--- config.mk ---
export PLATFORM = sky130hd
export DESIGN_NAME = rs_dispatch_scheduler
export DESIGN_NICKNAME = d
export VERILOG_FILES = /design/src/rtl/tomasulo_pkg.sv /design/src/rtl/rs_oldest_picker.sv /design/src/rtl/rs_dispatch_scheduler.sv
export SDC_FILE = /design/constraint.sdc
export NUM_CORES = 1
export LEC_CHECK = 0
export ABC_AREA = 1
export CORE_ASPECT_RATIO = 0.5
export CORE_MARGIN = 3
export CORE_UTILIZATION = 55
export CTS_BUF_LIST = sky130_fd_sc_hd__clkbuf_8
export DETAILED_ROUTE_END_ITERATION = 10
export PLACE_DENSITY = 0.78
export SYNTH_ARGS = -nofsm -noshare
export SYNTH_HDL_FRONTEND = slang
export SYNTH_SLANG_ARGS = --single-unit
--- constraint.sdc ---
create_clock -name clock -period 9.5 [get_ports clock]
set_input_delay 0.95 -clock clock [delete_from_list [all_inputs] [get_ports clock]]
set_output_delay 0.95 -clock clock [all_outputs]
set_load 0.005 [all_outputs]
--- src/rtl/tomasulo_pkg.sv ---
// Shared constants and entry-state record for the reservation-station dispatch scheduler.
package tomasulo_pkg;

  localparam int unsigned ENTRIES = 4;
  localparam int unsigned POS_W   = 2;

  localparam logic CLASS_SUMSUB = 1'b0;
  localparam logic CLASS_LDSD   = 1'b1;

  typedef struct packed {
    logic             valid;
    logic             is_ldsd;
    logic             in_flight;
    logic [POS_W-1:0] rank;
  } rs_entry_t;

endpackage

--- src/rtl/rs_oldest_picker.sv ---
// Combinational oldest-first selector: returns the eligible entry with the lowest age rank.
module rs_oldest_picker
  import tomasulo_pkg::*;
(
  input  logic [ENTRIES-1:0]       i_elig,
  input  logic [ENTRIES*POS_W-1:0] i_rank,
  output logic                     o_found_c,
  output logic [POS_W-1:0]         o_pos_c
);

  logic [POS_W-1:0] w_best_rank;

  always_comb begin
    o_found_c   = 1'b0;
    o_pos_c     = '0;
    w_best_rank = '0;
    for (int i = 0; i < ENTRIES; i++) begin
      if (i_elig[i] && (!o_found_c || (i_rank[i*POS_W +: POS_W] < w_best_rank))) begin
        o_found_c   = 1'b1;
        o_pos_c     = POS_W'(i);
        w_best_rank = i_rank[i*POS_W +: POS_W];
      end
    end
  end

endmodule

--- src/rtl/rs_dispatch_scheduler.sv ---
// Oldest-first dispatch for the 4-entry reservation station: age ranks, in-flight tracking,
// per-unit occupancy counters, issue-stall and sticky allocation-error flag.
module rs_dispatch_scheduler
  import tomasulo_pkg::*;
#(
  parameter int unsigned LAT_SUMSUB = 1,
  parameter int unsigned LAT_LDSD   = 2
) (
  input  logic               clock,
  input  logic               reset,
  input  logic               alloc_valid,
  input  logic [POS_W-1:0]   alloc_pos,
  input  logic               alloc_is_ldsd,
  input  logic [ENTRIES-1:0] rs_ready,
  input  logic               free_valid,
  input  logic [POS_W-1:0]   free_pos,
  output logic               sumsub_issue,
  output logic [POS_W-1:0]   sumsub_pos,
  output logic               ldsd_issue,
  output logic [POS_W-1:0]   ldsd_pos,
  output logic               stall,
  output logic               alloc_err
);

  localparam int unsigned CNT_W = 8;
  localparam int unsigned NUM_W = POS_W + 1;

  rs_entry_t                r_ent     [ENTRIES];
  rs_entry_t                w_ent_nxt [ENTRIES];
  logic [CNT_W-1:0]         r_ss_cnt, r_ls_cnt, w_ss_cnt_nxt, w_ls_cnt_nxt;
  logic                     w_free_hit, w_alloc_ok, w_alloc_bad;
  logic [ENTRIES-1:0]       w_freeing, w_ss_elig, w_ls_elig;
  logic [ENTRIES*POS_W-1:0] w_rank_flat;
  logic [NUM_W-1:0]         w_cnt_free, w_cnt_nxt;
  logic                     w_ss_found, w_ls_found;
  logic [POS_W-1:0]         w_ss_pos, w_ls_pos;

  assign w_free_hit  = free_valid & r_ent[free_pos].valid;
  assign w_alloc_ok  = alloc_valid & ~r_ent[alloc_pos].valid;
  assign w_alloc_bad = alloc_valid & r_ent[alloc_pos].valid;

  // Per-unit eligibility; an entry retiring at this edge must not dispatch.
  always_comb begin
    w_freeing   = '0;
    w_ss_elig   = '0;
    w_ls_elig   = '0;
    w_rank_flat = '0;
    for (int i = 0; i < ENTRIES; i++) begin
      w_freeing[i] = w_free_hit && (free_pos == POS_W'(i));
      w_rank_flat[i*POS_W +: POS_W] = r_ent[i].rank;
      w_ss_elig[i] = r_ent[i].valid && rs_ready[i] && !r_ent[i].in_flight && !w_freeing[i]
                     && (r_ent[i].is_ldsd == CLASS_SUMSUB) && (r_ss_cnt == '0);
      w_ls_elig[i] = r_ent[i].valid && rs_ready[i] && !r_ent[i].in_flight && !w_freeing[i]
                     && (r_ent[i].is_ldsd == CLASS_LDSD) && (r_ls_cnt == '0);
    end
  end

  rs_oldest_picker u_pick_sumsub (
    .i_elig    (w_ss_elig),
    .i_rank    (w_rank_flat),
    .o_found_c (w_ss_found),
    .o_pos_c   (w_ss_pos)
  );

  rs_oldest_picker u_pick_ldsd (
    .i_elig    (w_ls_elig),
    .i_rank    (w_rank_flat),
    .o_found_c (w_ls_found),
    .o_pos_c   (w_ls_pos)
  );

  // Next state: free and compact ranks first, then mark dispatches, then place the new entry.
  always_comb begin
    w_cnt_free = '0;
    for (int i = 0; i < ENTRIES; i++) begin
      w_ent_nxt[i] = r_ent[i];
      if (w_freeing[i]) begin
        w_ent_nxt[i].valid     = 1'b0;
        w_ent_nxt[i].in_flight = 1'b0;
      end else if (w_free_hit && r_ent[i].valid && (r_ent[i].rank > r_ent[free_pos].rank)) begin
        w_ent_nxt[i].rank = r_ent[i].rank - POS_W'(1);
      end
      if ((w_ss_found && (w_ss_pos == POS_W'(i))) || (w_ls_found && (w_ls_pos == POS_W'(i)))) begin
        w_ent_nxt[i].in_flight = 1'b1;
      end
      w_cnt_free = w_cnt_free + NUM_W'(w_ent_nxt[i].valid);
    end
    if (w_alloc_ok) begin
      w_ent_nxt[alloc_pos].valid     = 1'b1;
      w_ent_nxt[alloc_pos].is_ldsd   = alloc_is_ldsd;
      w_ent_nxt[alloc_pos].in_flight = 1'b0;
      w_ent_nxt[alloc_pos].rank      = POS_W'(w_cnt_free);
    end
    w_cnt_nxt = w_cnt_free + NUM_W'(w_alloc_ok);

    w_ss_cnt_nxt = r_ss_cnt;
    if (w_ss_found)           w_ss_cnt_nxt = CNT_W'(LAT_SUMSUB - 1);
    else if (r_ss_cnt != '0)  w_ss_cnt_nxt = r_ss_cnt - CNT_W'(1);
    w_ls_cnt_nxt = r_ls_cnt;
    if (w_ls_found)           w_ls_cnt_nxt = CNT_W'(LAT_LDSD - 1);
    else if (r_ls_cnt != '0)  w_ls_cnt_nxt = r_ls_cnt - CNT_W'(1);
  end

  always_ff @(posedge clock or negedge reset) begin
    if (!reset) begin
      for (int i = 0; i < ENTRIES; i++) r_ent[i] <= '0;
      r_ss_cnt     <= '0;
      r_ls_cnt     <= '0;
      sumsub_issue <= 1'b0;
      sumsub_pos   <= '0;
      ldsd_issue   <= 1'b0;
      ldsd_pos     <= '0;
      stall        <= 1'b0;
      alloc_err    <= 1'b0;
    end else begin
      for (int i = 0; i < ENTRIES; i++) r_ent[i] <= w_ent_nxt[i];
      r_ss_cnt     <= w_ss_cnt_nxt;
      r_ls_cnt     <= w_ls_cnt_nxt;
      sumsub_issue <= w_ss_found;
      ldsd_issue   <= w_ls_found;
      if (w_ss_found) sumsub_pos <= w_ss_pos;
      if (w_ls_found) ldsd_pos   <= w_ls_pos;
      stall        <= (w_cnt_nxt == NUM_W'(ENTRIES));
      alloc_err    <= alloc_err | w_alloc_bad;
    end
  end

endmodule
# Word level (Yosys, flattened, before mapping)
# Cells that the tools add are included.
# word_totals
ff_bits	44
input_bits	13
# op_classes
eq_ne	10
reduce_logical	88
n_mux	63
order_cmp	13
addsub	10
bitwise_logic	11
# ops
cell	n
bitwise mux 20 bit	4
logical AND 1 bit	55
demux 5 bit (select 2 bit)	4
2-to-1 mux 2 bit	19
2-to-1 mux 8 bit	4
2-to-1 mux 5 bit	5
2-to-1 mux 1 bit	22
binary-select mux 5 bit (select 2 bit)	2
2-to-1 mux 20 bit	1
zero test 8 bit	2
nonzero test 8 bit	2
subtractor 8 x 1 -> 8 bit (second input constant)	2
zero test 1 bit	14
== test 2 bit (second input constant)	6
< comparator 2 bit	6
logical OR 1 bit	10
> comparator 2 bit	4
subtractor 2 x 1 -> 2 bit (second input constant)	4
adder 3 x 1 -> 3 bit	2
== test 2 x 1 -> 1 bit (second input constant)	3
>= comparator 3 bit (second input constant)	2
zero test 2 bit	3
inverter 2 -> 3 bit	2
inverter 1 bit	5
9 further kinds	12

# Depth between registers and ports, before layout
# Gate-level depths: netlist of run 1.
# depth
ltp_word	32
mapped_depth	33
mapped_depth_nobuf	33

# Modules after synthesis
# From an unflattened synthesis of run 1, not the netlist that was laid out.
# hier_totals
hier_cells	424
area_unflattened_um2	3085.5
# modules_own_cells
module	area_each_um2	cells_per_inst	n_inst
rs_dispatch_scheduler	2660.1	338	1
rs_oldest_picker	212.7	43	2

# Worst setup path before layout of run 1
# No wires, ideal clock.
# synth_timing
kind	in2reg
from	input port free_pos[0]
to	register, netlist name r_ent[17]
path_buffers	0
cell_stages	32
path_slack_ps	5435
arrival_ps	3951
t_required_ps	9386
setup_ps	114
path_cell_list	inv_2 -> nand2_2 -> nand2_2 -> nand4_2 -> nand2_4 -> nor2_1 -> nand2_1 -> inv_1 -> nand2_1 -> ha_1 -> nand2_1 -> nand2_1 -> a21oi_1 -> nand2_1 -> o21ai_0 -> inv_1 -> ha_1 -> nand2_1 -> nand2_1 -> a21oi_1 -> nand2_1 -> o21ai_0 -> inv_1 -> ha_1 -> nand2_1 -> nand2_1 -> nand2_1 -> nand2_2 -> nand3_1 -> nand3_1 -> nand2_1 -> inv_1
# synth_lines
item	line_no	text
start: declaration	rs_dispatch_scheduler.sv:16	input logic [POS_W-1:0] free_pos,

==> results of run 1 <==
-- layout make-up --
| type | instances | area share (%) |
|---|---|---|
| clock inverters | 2 | 0.2511 |
| clock buffers | 5 | 1.973 |
| multi-input cells | 301 | 49.86 |
| repair buffers | 20 | 5.595 |
| inverters | 76 | 8.250 |
| flip-flops and latches | 44 | 31.56 |
| well taps | 70 | 2.511 |
-- power groups by stage --
stage               combinational [mW]  sequential [mW]  clock (mW)
CTS                              0.519            0.332       0.116
global route                     0.600            0.343       0.125
global placement                 0.489            0.334           0
floorplan                        0.381            0.308           0
detailed placement               0.516            0.335           0
finish                           0.522            0.334       0.113
-- state kept, by name, indices dropped and copies added, names as in the netlist, named ones only --
register / count
r_ent: 16
r_ls_cnt: 8
r_ss_cnt: 8
ldsd_pos: 2
sumsub_pos: 2
alloc_err: 1
ldsd_issue: 1
stall: 1
sumsub_issue: 1
-- Yosys cell counts, drive strengths merged, types with 3 or more instances --
library cell | number | area share [%]
ha | 21 | 8.4
xor2 | 9 | 2.5
nor3 | 15 | 2.7
inv | 75 | 9.1
xnor2 | 3 | 0.84
nand2 | 116 | 16
a21oi | 7 | 1.1
nor2 | 47 | 6.8
a31oi | 3 | 0.60
o21ai | 20 | 3.2
nand3 | 34 | 5.9
dfrtp | 44 | 35
nand4 | 5 | 1.2
-- per-layer routing --
metal  wire, um  up-vias  track usage [%]
li1           -     1395                -
met1       3809     1340            35.63
met2       3413       72            40.07
met3        445        7            6.014
met4         51        0            7.021
met5          0        -                0
-- through the flow --
| stage | hold WS [ns] | cell area, um2 | power [mW] |
|---|---|---|---|
| after floorplan | 0.4416 | 3136 | 0.6891 |
| after global placement | 0.4600 | 3411 | 0.8223 |
| after detailed placement | 0.4613 | 3411 | 0.8519 |
| after CTS | 0.4887 | 3488 | 0.9669 |
| after global routing | 0.4985 | 3488 | 1.069 |
| final | 0.4817 | 3488 | 0.9691 |
-- cell families (layout without fill, tap and decap cells) --
kind of cell,after synthesis,count (layout)
flip-flops,44,44
adder cells (fa/ha/maj),23,23
AND/OR/NAND/NOR,223,223
XOR/XNOR,12,12
AO/OA/AOI/OAI,43,43
buffers and inverters,78,103
-- worst paths after layout --
| path | start | endpoint | slack (ns) |
|---|---|---|---|
| hold reg to reg | alloc_err | alloc_err | 0.48 |
| max in group asynchronous | reset | alloc_err | 8.07 |
| setup reg to reg | r_ls_cnt[3] | r_ent[12] | 5.18 |
| min in group asynchronous | reset | sumsub_pos[0] | 0.81 |
| hold / removal | alloc_err | alloc_err | 0.48 |
| setup / recovery | free_pos[0] | r_ent[12] | 4.55 |
==> run_results.csv, run 1 <==
group,metric,value,unit
layout,area_growth,11.25,%
min_path,hold_depth,1,
worst_setup_path,cp_top_family,"simple AND/OR/NAND/NOR gates",
detailed_routing,drt_wl_total,7.719,mm
worst_setup_path,cp_num_cells,33,
floorplan,die_area,6698,um2
worst_setup_path,startpoint_type,"input pin",
synth,async_flop_share,100.0,%
layout,utilization,67.05,%
worst_setup_path,worst_r2r_path_depth,31,
detailed_routing,drt_iter0_drc,247,
grt,grt_pass1_vias,2832,
min_path,min_path_type,"reg -> reg",
power,pwr-share-clk,11.7,%
synth,synth_compound_area_share,8.340,%
layout,layout_common_cells,"nand2_1, inv_1, dfrtp_1",
synth,synth.avg_cell_area,7.413,um2
synth,synthFlopType,"dfrtp_1",
synth,synthMuxAreaShare,0,%
placement,portBuffers,20,
placement,pre_cts_ws,4.305,ns
floorplan,io_pins,21,
synth,synthCells,423,
power,ir_drop,0.2452,mV
synth,yosysWarnings,0,
clock_tree,clkLatencyLatePin,0.30,ns
clock_tree,cts_sinks,44,
clock_tree,cts_tree,"yes",
synth,synth_fp_nets,459,
power,pwr-share-seq,34.4,%
grt,grt_use_total,25.46,%
synth,netlist-cell-type-count,40,
layout,nNetsFinal,484,
floorplan,die_w,112.8,um
clock_tree,clockBufferDepth,2,
sta,worst_slack,4.552,ns
grt,antenna_found_initial,0,
detailed_routing,vias,2814,
worst_setup_path,path_common_cell,"nand2_1",
worst_setup_path,crit_path_end_kind,"flip-flop",
clock_tree,hold_buffers,0,
sta,max_freq,202.1,MHz
layout,num_antenna_cells,0,
floorplan,core_area,5202,um2
synth,synth-simple-area-share,34.12,%
detailed_routing,antenna_left,0,
floorplan,initial_core_util,60.27,%
sta,finalHoldViolCount,0,
clock_tree,cts_max_level,2,
layout,final_common_cell,"nand2_1",
synth,synth_seq_cells,44,
sta,slew_violations,0,
grt,grt_pass1_wl,13.23,mm
sta,finalSetupViolations,0,
detailed_routing,first_pass_iters,5,
worst_setup_path,critPathKind,"in -> reg",
power,p_switching,457.6,uW
sta,finClkSkew,0.01124,ns
sta,min_period,4.948,ns
sta,fin_setup_tns,0,ns
placement,hpwl,6.096,mm
detailed_routing,detail_route.wl_per_cell,14.90,um
synth,synth_edf_count,0,
sta,worstMarginPinSlew,1.003,ns
layout,multi_input_area,1739,um2
run_status,status,"completed",
detailed_routing,vias_per_cell,5.432,
job,maxCapViolCount,0,
worst_setup_path,arrival,5.15,ns
worst_setup_path,path_max_fanout,6,
layout,regArea,1101,um2
floorplan,rows,18,
sta,max_slew_margin,33.12,%
power,swShare,47.22,%
synth,synth_top_family_by_area,"simple AND/OR/NAND/NOR gates",
detailed_routing,drc,0,
grt,grt_overflow_total,0,
power,comb_power_share,53.9,%
clock_tree,cts_setup_buffers,0,
floorplan,die_y,59.39,um
clock_tree,cts_resized,0,
synth,synth_xor_area_share,3.352,%
sta,fin_crit_sh,52.09,%
power,leakage,1.851,nW
clock_tree,numCtsBuffers,5,
synth,synth_adder_area_share,9.657,%
layout,finalNonFillerCells,518,
placement,placedCellCount,511,
sta,rsz0062_at_grt,"false",
layout,drive_gt1_share,10.71,%
power,power_density,277.8,nW/um2
synth,ys_seq_area_share,35.12,%
worst_setup_path,crit_buf_inv,6,
synth,synthesis.area,3136,um2
grt,grt_max_degree,45,
power,internal_power,511.5,uW
worst_setup_path,max_stage_delay,0.59,ns
worst_setup_path,cp.required,9.70,ns
layout,nFillCells,468,
clock_tree,clkTransAtPathRegs,0.08,ns
clock_tree,clockRootBuffer,"clkbuf_8",
placement,gp_congestion,0.9181,
worst_setup_path,slowest_stage,"clkdlybuf4s50_1",
Note: power is estimated with default switching activity, not from simulation.
==> inputs of run 2 (changes only) <==
==> constraint.sdc (replaced) <==
create_clock -name clock -period 5.18 [get_ports clock]
set_input_delay 0.518 -clock clock [delete_from_list [all_inputs] [get_ports clock]]
set_output_delay 0.518 -clock clock [all_outputs]
set_load 0.005 [all_outputs]
==> run 2 against run 1 <==
  * Count of clock-buffer cells in the layout unchanged
  * Clock power rose by 86%
  * Routed wire length fell by 0.93%
  * Core utilization stayed put
  * Die area stayed put
  * Largest power group unchanged
==> run_results.csv, run 2 (synthesis gave the netlist of run 1 again) <==
group,metric,value,unit
worst_setup_path,worst_r2r_path_depth,31,
placement,gp_congestion,0.9181,
grt,grt_pass1_wl,13.11,mm
clock_tree,clockRootBuffer,"clkbuf_8",
placement,hpwl,5.999,mm
sta,worstMarginPinSlew,0.9970,ns
power,pwr-share-seq,34.5,%
clock_tree,clockBufferDepth,2,
layout,drive_gt1_share,10.71,%
layout,finish.instance_area,3488,um2
clock_tree,cts_tree,"yes",
sta,finalSetupViolations,0,
clock_tree,clkLatencyLatePin,0.31,ns
layout,final_common_cell,"nand2_1",
clock_tree,hold_buffers,0,
worst_setup_path,cp.required,5.38,ns
power,p_switching,834.9,uW
power,comb_power_share,53.6,%
sta,slew_violations,0,
grt,antenna_found_initial,0,
layout,num_antenna_cells,0,
worst_setup_path,path_common_cell,"nand2_1",
clock_tree,cts_setup_buffers,0,
layout,area_growth,11.25,%
worst_setup_path,arrival,4.70,ns
sta,finalHoldViolCount,0,
worst_setup_path,cp_top_family,"simple AND/OR/NAND/NOR gates",
power,pwr-share-clk,11.9,%
floorplan,initial_core_util,60.27,%
sta,fin_crit_sh,86.90,%
run_status,status,"completed",
clock_tree,cts_sinks,44,
worst_setup_path,crit_buf_inv,6,
grt,grt_overflow_total,0,
power,leakage,1.851,nW
worst_setup_path,r2r_setup_slack,0.91,ns
clock_tree,clkTransAtPathRegs,0.08,ns
worst_setup_path,slowest_stage,"clkdlybuf4s50_1",
placement,placed_cell_area,3411,um2
layout,registers.top_by_ff_count,"r_ent",
floorplan,die_w,112.8,um
worst_setup_path,r2r_start,"r_ls_cnt[3]",
placement,portBuffers,20,
worst_setup_path,path_max_fanout,6,
floorplan,io_pins,21,
grt,grt_max_degree,45,
floorplan,rows,18,
layout,largest_registers,"r_ent x16, r_ls_cnt x8, r_ss_cnt x8",
detailed_routing,drt_iter0_drc,265,
sta,max_slew_margin,33.53,%
floorplan,core_area,5202,um2
clock_tree,cts_resized,0,
clock_tree,numCtsBuffers,5,
clock_tree,cts_max_level,2,
floorplan,die_y,59.39,um
worst_setup_path,r2r-end,"r_ent[12]",
detailed_routing,detail_route.wl_per_cell,14.76,um
sta,finClkSkew,0.007582,ns
detailed_routing,first_pass_iters,4,
floorplan,die_area,6698,um2
sta,min_period,4.501,ns
job,maxCapViolCount,0,
power,internal_power,937.9,uW
worst_setup_path,startpoint_type,"input pin",
layout,nNetsFinal,484,
detailed_routing,drt_wl_total,7.647,mm
power,ir_drop,0.3955,mV
grt,grt_pass1_vias,2747,
layout,layout_common_cells,"nand2_1, inv_1, dfrtp_1",
worst_setup_path,crit_path_end_kind,"flip-flop",
worst_setup_path,critPathKind,"in -> reg",
detailed_routing,vias_per_cell,5.419,
sta,max_freq,222.2,MHz
power,power_density,508.2,nW/um2
layout,largest_register_ffs,16,
sta,fin_setup_tns,0,ns
power,swShare,47.10,%
grt,grt_use_total,25.10,%
min_path,min_path_type,"in -> async",
sta,rsz0062_at_grt,"false",
detailed_routing,vias,2807,
worst_setup_path,max_stage_delay,0.60,ns
sta,fin_hold_ws,0.3791,ns
detailed_routing,drc,0,
detailed_routing,antenna_left,0,
-- run 2: cell counts in the layout (fill, tap and decap cells not counted) --
No cell type changed its count.
-- run 2: power groups by stage --
stage / clock (mW) / combinational [mW] / sequential [mW]
after floorplan: 0 / 0.699 / 0.565
after detailed placement: 0 / 0.945 / 0.617
after CTS: 0.215 / 0.952 / 0.610
after global placement: 0 / 0.896 / 0.612
after global routing: 0.233 / 1.09 / 0.629
final: 0.210 / 0.951 / 0.612
-- run 2: final cells by class --
cell class,count,area (um2)
multi-input cells,301,1739
clock buffers,5,68.82
repair buffers,20,195.2
clock inverters,2,8.758
fillers,447,1714
inverters,76,287.8
well taps,70,87.58
flip-flops and latches,44,1101
-- run 2: layer usage --
metal	vias to the layer above	GRT usage [%]	part of all wire [%]
met5	-	0	0
met4	0	5.137	0.97
met3	9	7.441	6.2
met2	70	40.07	44
met1	1331	34.42	49
li1	1397	-	-
-- run 2: how the worst max path moves through the flow --
stage                      endpoint  depth (start not counted)  slack, ns   startpoint
after floorplan           r_ent[17]                         32       1.55  free_pos[0]
after global placement    r_ent[17]                         33       0.61  free_pos[0]
after detailed placement  r_ent[12]                         33       0.41  free_pos[0]
after CTS                 r_ent[12]                         33       0.73  free_pos[0]
after global routing      r_ent[12]                         33       0.17  free_pos[0]
final                     r_ent[12]                         33       0.68  free_pos[0]
-- run 2: metrics by stage --
stage / power [mW] / util (%) / setup WS [ns] / cells
final: 1.773 / 67.05 / 0.6786 / 518
after global routing: 1.952 / 67.05 / 0.1696 / 518
after CTS: 1.776 / 67.05 / 0.7262 / 518
after detailed placement: 1.562 / 65.56 / 0.4091 / 511
after global placement: 1.508 / 65.56 / 0.6127 / 511
after floorplan: 1.264 / - / 1.547 / 423
==> inputs of run 3 (changes only) <==
--- a/config.mk
+++ b/config.mk
@@ -12,6 +12,7 @@
 export CTS_BUF_LIST = sky130_fd_sc_hd__clkbuf_8
 export DETAILED_ROUTE_END_ITERATION = 10
 export PLACE_DENSITY = 0.78
+export RECOVER_POWER = 25
 export SYNTH_ARGS = -nofsm -noshare
 export SYNTH_HDL_FRONTEND = slang
 export SYNTH_SLANG_ARGS = --single-unit
==> run 3 against run 2 <==
  * The run now ends with max-capacitance violations, max-slew violations left
  * Setup slack is the same
  * Die area unchanged
  * Clock power hardly changed
  * Global-route usage stayed put
  * Sequential power about the same
  * Via count stayed put
  * Critical path type unchanged
  * Routed wire length is essentially flat
  * Maximum frequency unchanged
  * Largest cell class unchanged
==> run_results.csv, run 3 (synthesis gave the netlist of run 1 again) <==
group,metric,value,unit
detailed_routing,drt_iter0_drc,265,
placement,gp_congestion,0.9181,
worst_setup_path,path_max_fanout,6,
worst_setup_path,r2r-end,"r_ent[12]",
grt,grt_use_met2,40.07,%
sta,rsz0062_at_grt,"false",
grt,grt_overflow_total,0,
layout,area_growth,11.21,%
clock_tree,cts_tree,"yes",
clock_tree,clockBufferDepth,2,
layout,registers.top_by_ff_count,"r_ent",
worst_setup_path,r2r_setup_slack,0.91,ns
detailed_routing,vias_per_cell,5.419,
placement,placed_cell_area,3411,um2
detailed_routing,first_pass_iters,4,
min_path,min_path_type,"reg -> reg",
floorplan,initial_core_util,60.27,%
layout,num_antenna_cells,0,
sta,fin_crit_sh,86.90,%
detailed_routing,drt_wl_total,7.646,mm
sta,min_period,4.501,ns
detailed_routing,vias,2807,
placement,hpwl,5.999,mm
power,leakage,1.848,nW
floorplan,io_pins,21,
worst_setup_path,arrival,4.70,ns
floorplan,die_y,59.39,um
detailed_routing,drc,0,
worst_setup_path,slowest_stage,"clkdlybuf4s50_1",
clock_tree,cts_resized,0,
clock_tree,clkLatencyLatePin,0.31,ns
sta,fin_setup_tns,0,ns
layout,layout_common_cells,"nand2_1, inv_1, dfrtp_1",
layout,finalNonFillerCells,518,
grt,grt_pass1_wl,13.11,mm
clock_tree,clockRootBuffer,"clkbuf_8",
clock_tree,hold_buffers,0,
worst_setup_path,worst_r2r_path_depth,31,
power,ir_drop,0.3955,mV
placement,placedCellCount,511,
grt,antenna_found_initial,0,
placement,portBuffers,20,
sta,finalHoldViolCount,0,
power,finalPower,1.773,mW
worst_setup_path,cp.required,5.38,ns
layout,drive_gt1_share,10.49,%
grt,grt_max_degree,45,
floorplan,die_area,6698,um2
worst_setup_path,path_common_cell,"nand2_1",
sta,slew_violations,45,
worst_setup_path,critPathKind,"in -> reg",
sta,max_slew_margin,-58.86,%
run_status,status,"complete, but fails checks",
clock_tree,cts_sinks,44,
worst_setup_path,max_stage_delay,0.60,ns
sta,max_freq,222.2,MHz
worst_setup_path,crit_path_end_kind,"flip-flop",
clock_tree,clkTransAtPathRegs,0.08,ns
layout,largest_registers,"r_ent x16, r_ls_cnt x8, r_ss_cnt x8",
sta,finalSetupViolations,0,
job,maxCapViolCount,1,
sta,worstMarginPinSlew,2.383,ns
detailed_routing,detail_route.wl_per_cell,14.76,um
floorplan,core_area,5202,um2
sta,fin_hold_ws,0.4823,ns
floorplan,rows,18,
clock_tree,numCtsBuffers,5,
worst_setup_path,startpoint_type,"input pin",
sta,finClkSkew,0.007582,ns
clock_tree,cts_max_level,2,
run_status,failed_checks,"max-capacitance violations, max-slew violations",
power,power_density,508.3,nW/um2
grt,grt_use_total,25.10,%
grt,grt_pass1_vias,2747,
floorplan,die_w,112.8,um
grt,grtUsageMet1,34.42,%
worst_setup_path,startpoint,"free_pos[0]",
layout,largest_register_ffs,16,
clock_tree,cts_setup_buffers,0,
layout,finish.instance_area,3487,um2
worst_setup_path,crit_end,"r_ent[12]",
worst_setup_path,r2r_start,"r_ls_cnt[3]",
detailed_routing,antenna_left,0,
grt,globalRouteMet3Util,7.441,%
layout,nNetsFinal,484,
layout,final_common_cell,"nand2_1",
grt,top_usage_layer,"met2",
-- run 3: changes by cell type in the layout (fill, tap and decap cells not counted), sizes merged --
cell,previous run,this run
buf,1,0
clkbuf,5,6
-- run 3: worst min-delay path by stage --
stage                start  depth (start not counted)           to  slack (ns)
5_1_grt        r_ls_cnt[4]                          1  r_ls_cnt[4]        0.50
4_1_cts              reset                          1  r_ss_cnt[4]        0.41
3_5_place_dp     alloc_err                          1    alloc_err        0.46
2_1_floorplan        reset                          0    async pin        0.22
6_report         alloc_err                          1    alloc_err        0.48
3_3_place_gp   r_ls_cnt[4]                          1  r_ls_cnt[4]        0.46
-- run 3: layer usage --
| layer | vias to the layer above | routed length, um |
|---|---|---|
| li1 | 1397 | - |
| met1 | 1331 | 3737 |
| met2 | 70 | 3360 |
| met3 | 9 | 473 |
| met4 | 0 | 74 |
| met5 | - | 0 |
-- run 3: stage by stage --
stage          worst slack [ns]  util, %
3_5_place_dp             0.4091    65.56
5_1_grt                  0.1696    67.03
6_report                 0.6786    67.03
4_1_cts                  0.7262    67.05
2_1_floorplan             1.547        -
3_3_place_gp             0.6127    65.56
-- run 3: layout make-up --
cell class,instances,area (um2)
fill,446,1715
clock buffer,5,68.82
clock inverter,2,8.758
timing repair buffer,20,193.9
sequential,44,1101
multi-input combinational,301,1739
tap,70,87.58
inverter,76,287.8
-- run 3: where the power goes --
part | internal [mW] | switching, mW | leakage (nW) | total (mW)
Sequential | 0.473 | 0.139 | 0.540 | 0.612
Clock | 0.0900 | 0.120 | 0.0452 | 0.210
Combinational | 0.375 | 0.576 | 1.26 | 0.951
Total | 0.938 | 0.835 | 1.85 | 1.77
-- run 3: worst max-delay path, delay by kind of cell --
kind,cells,cell delay [ns]
AOI/OAI and AO/OA,4,0.80
and+or+nand+nor,20,1.63
adders and majority gates,3,0.81
buffers and inverters,6,0.97
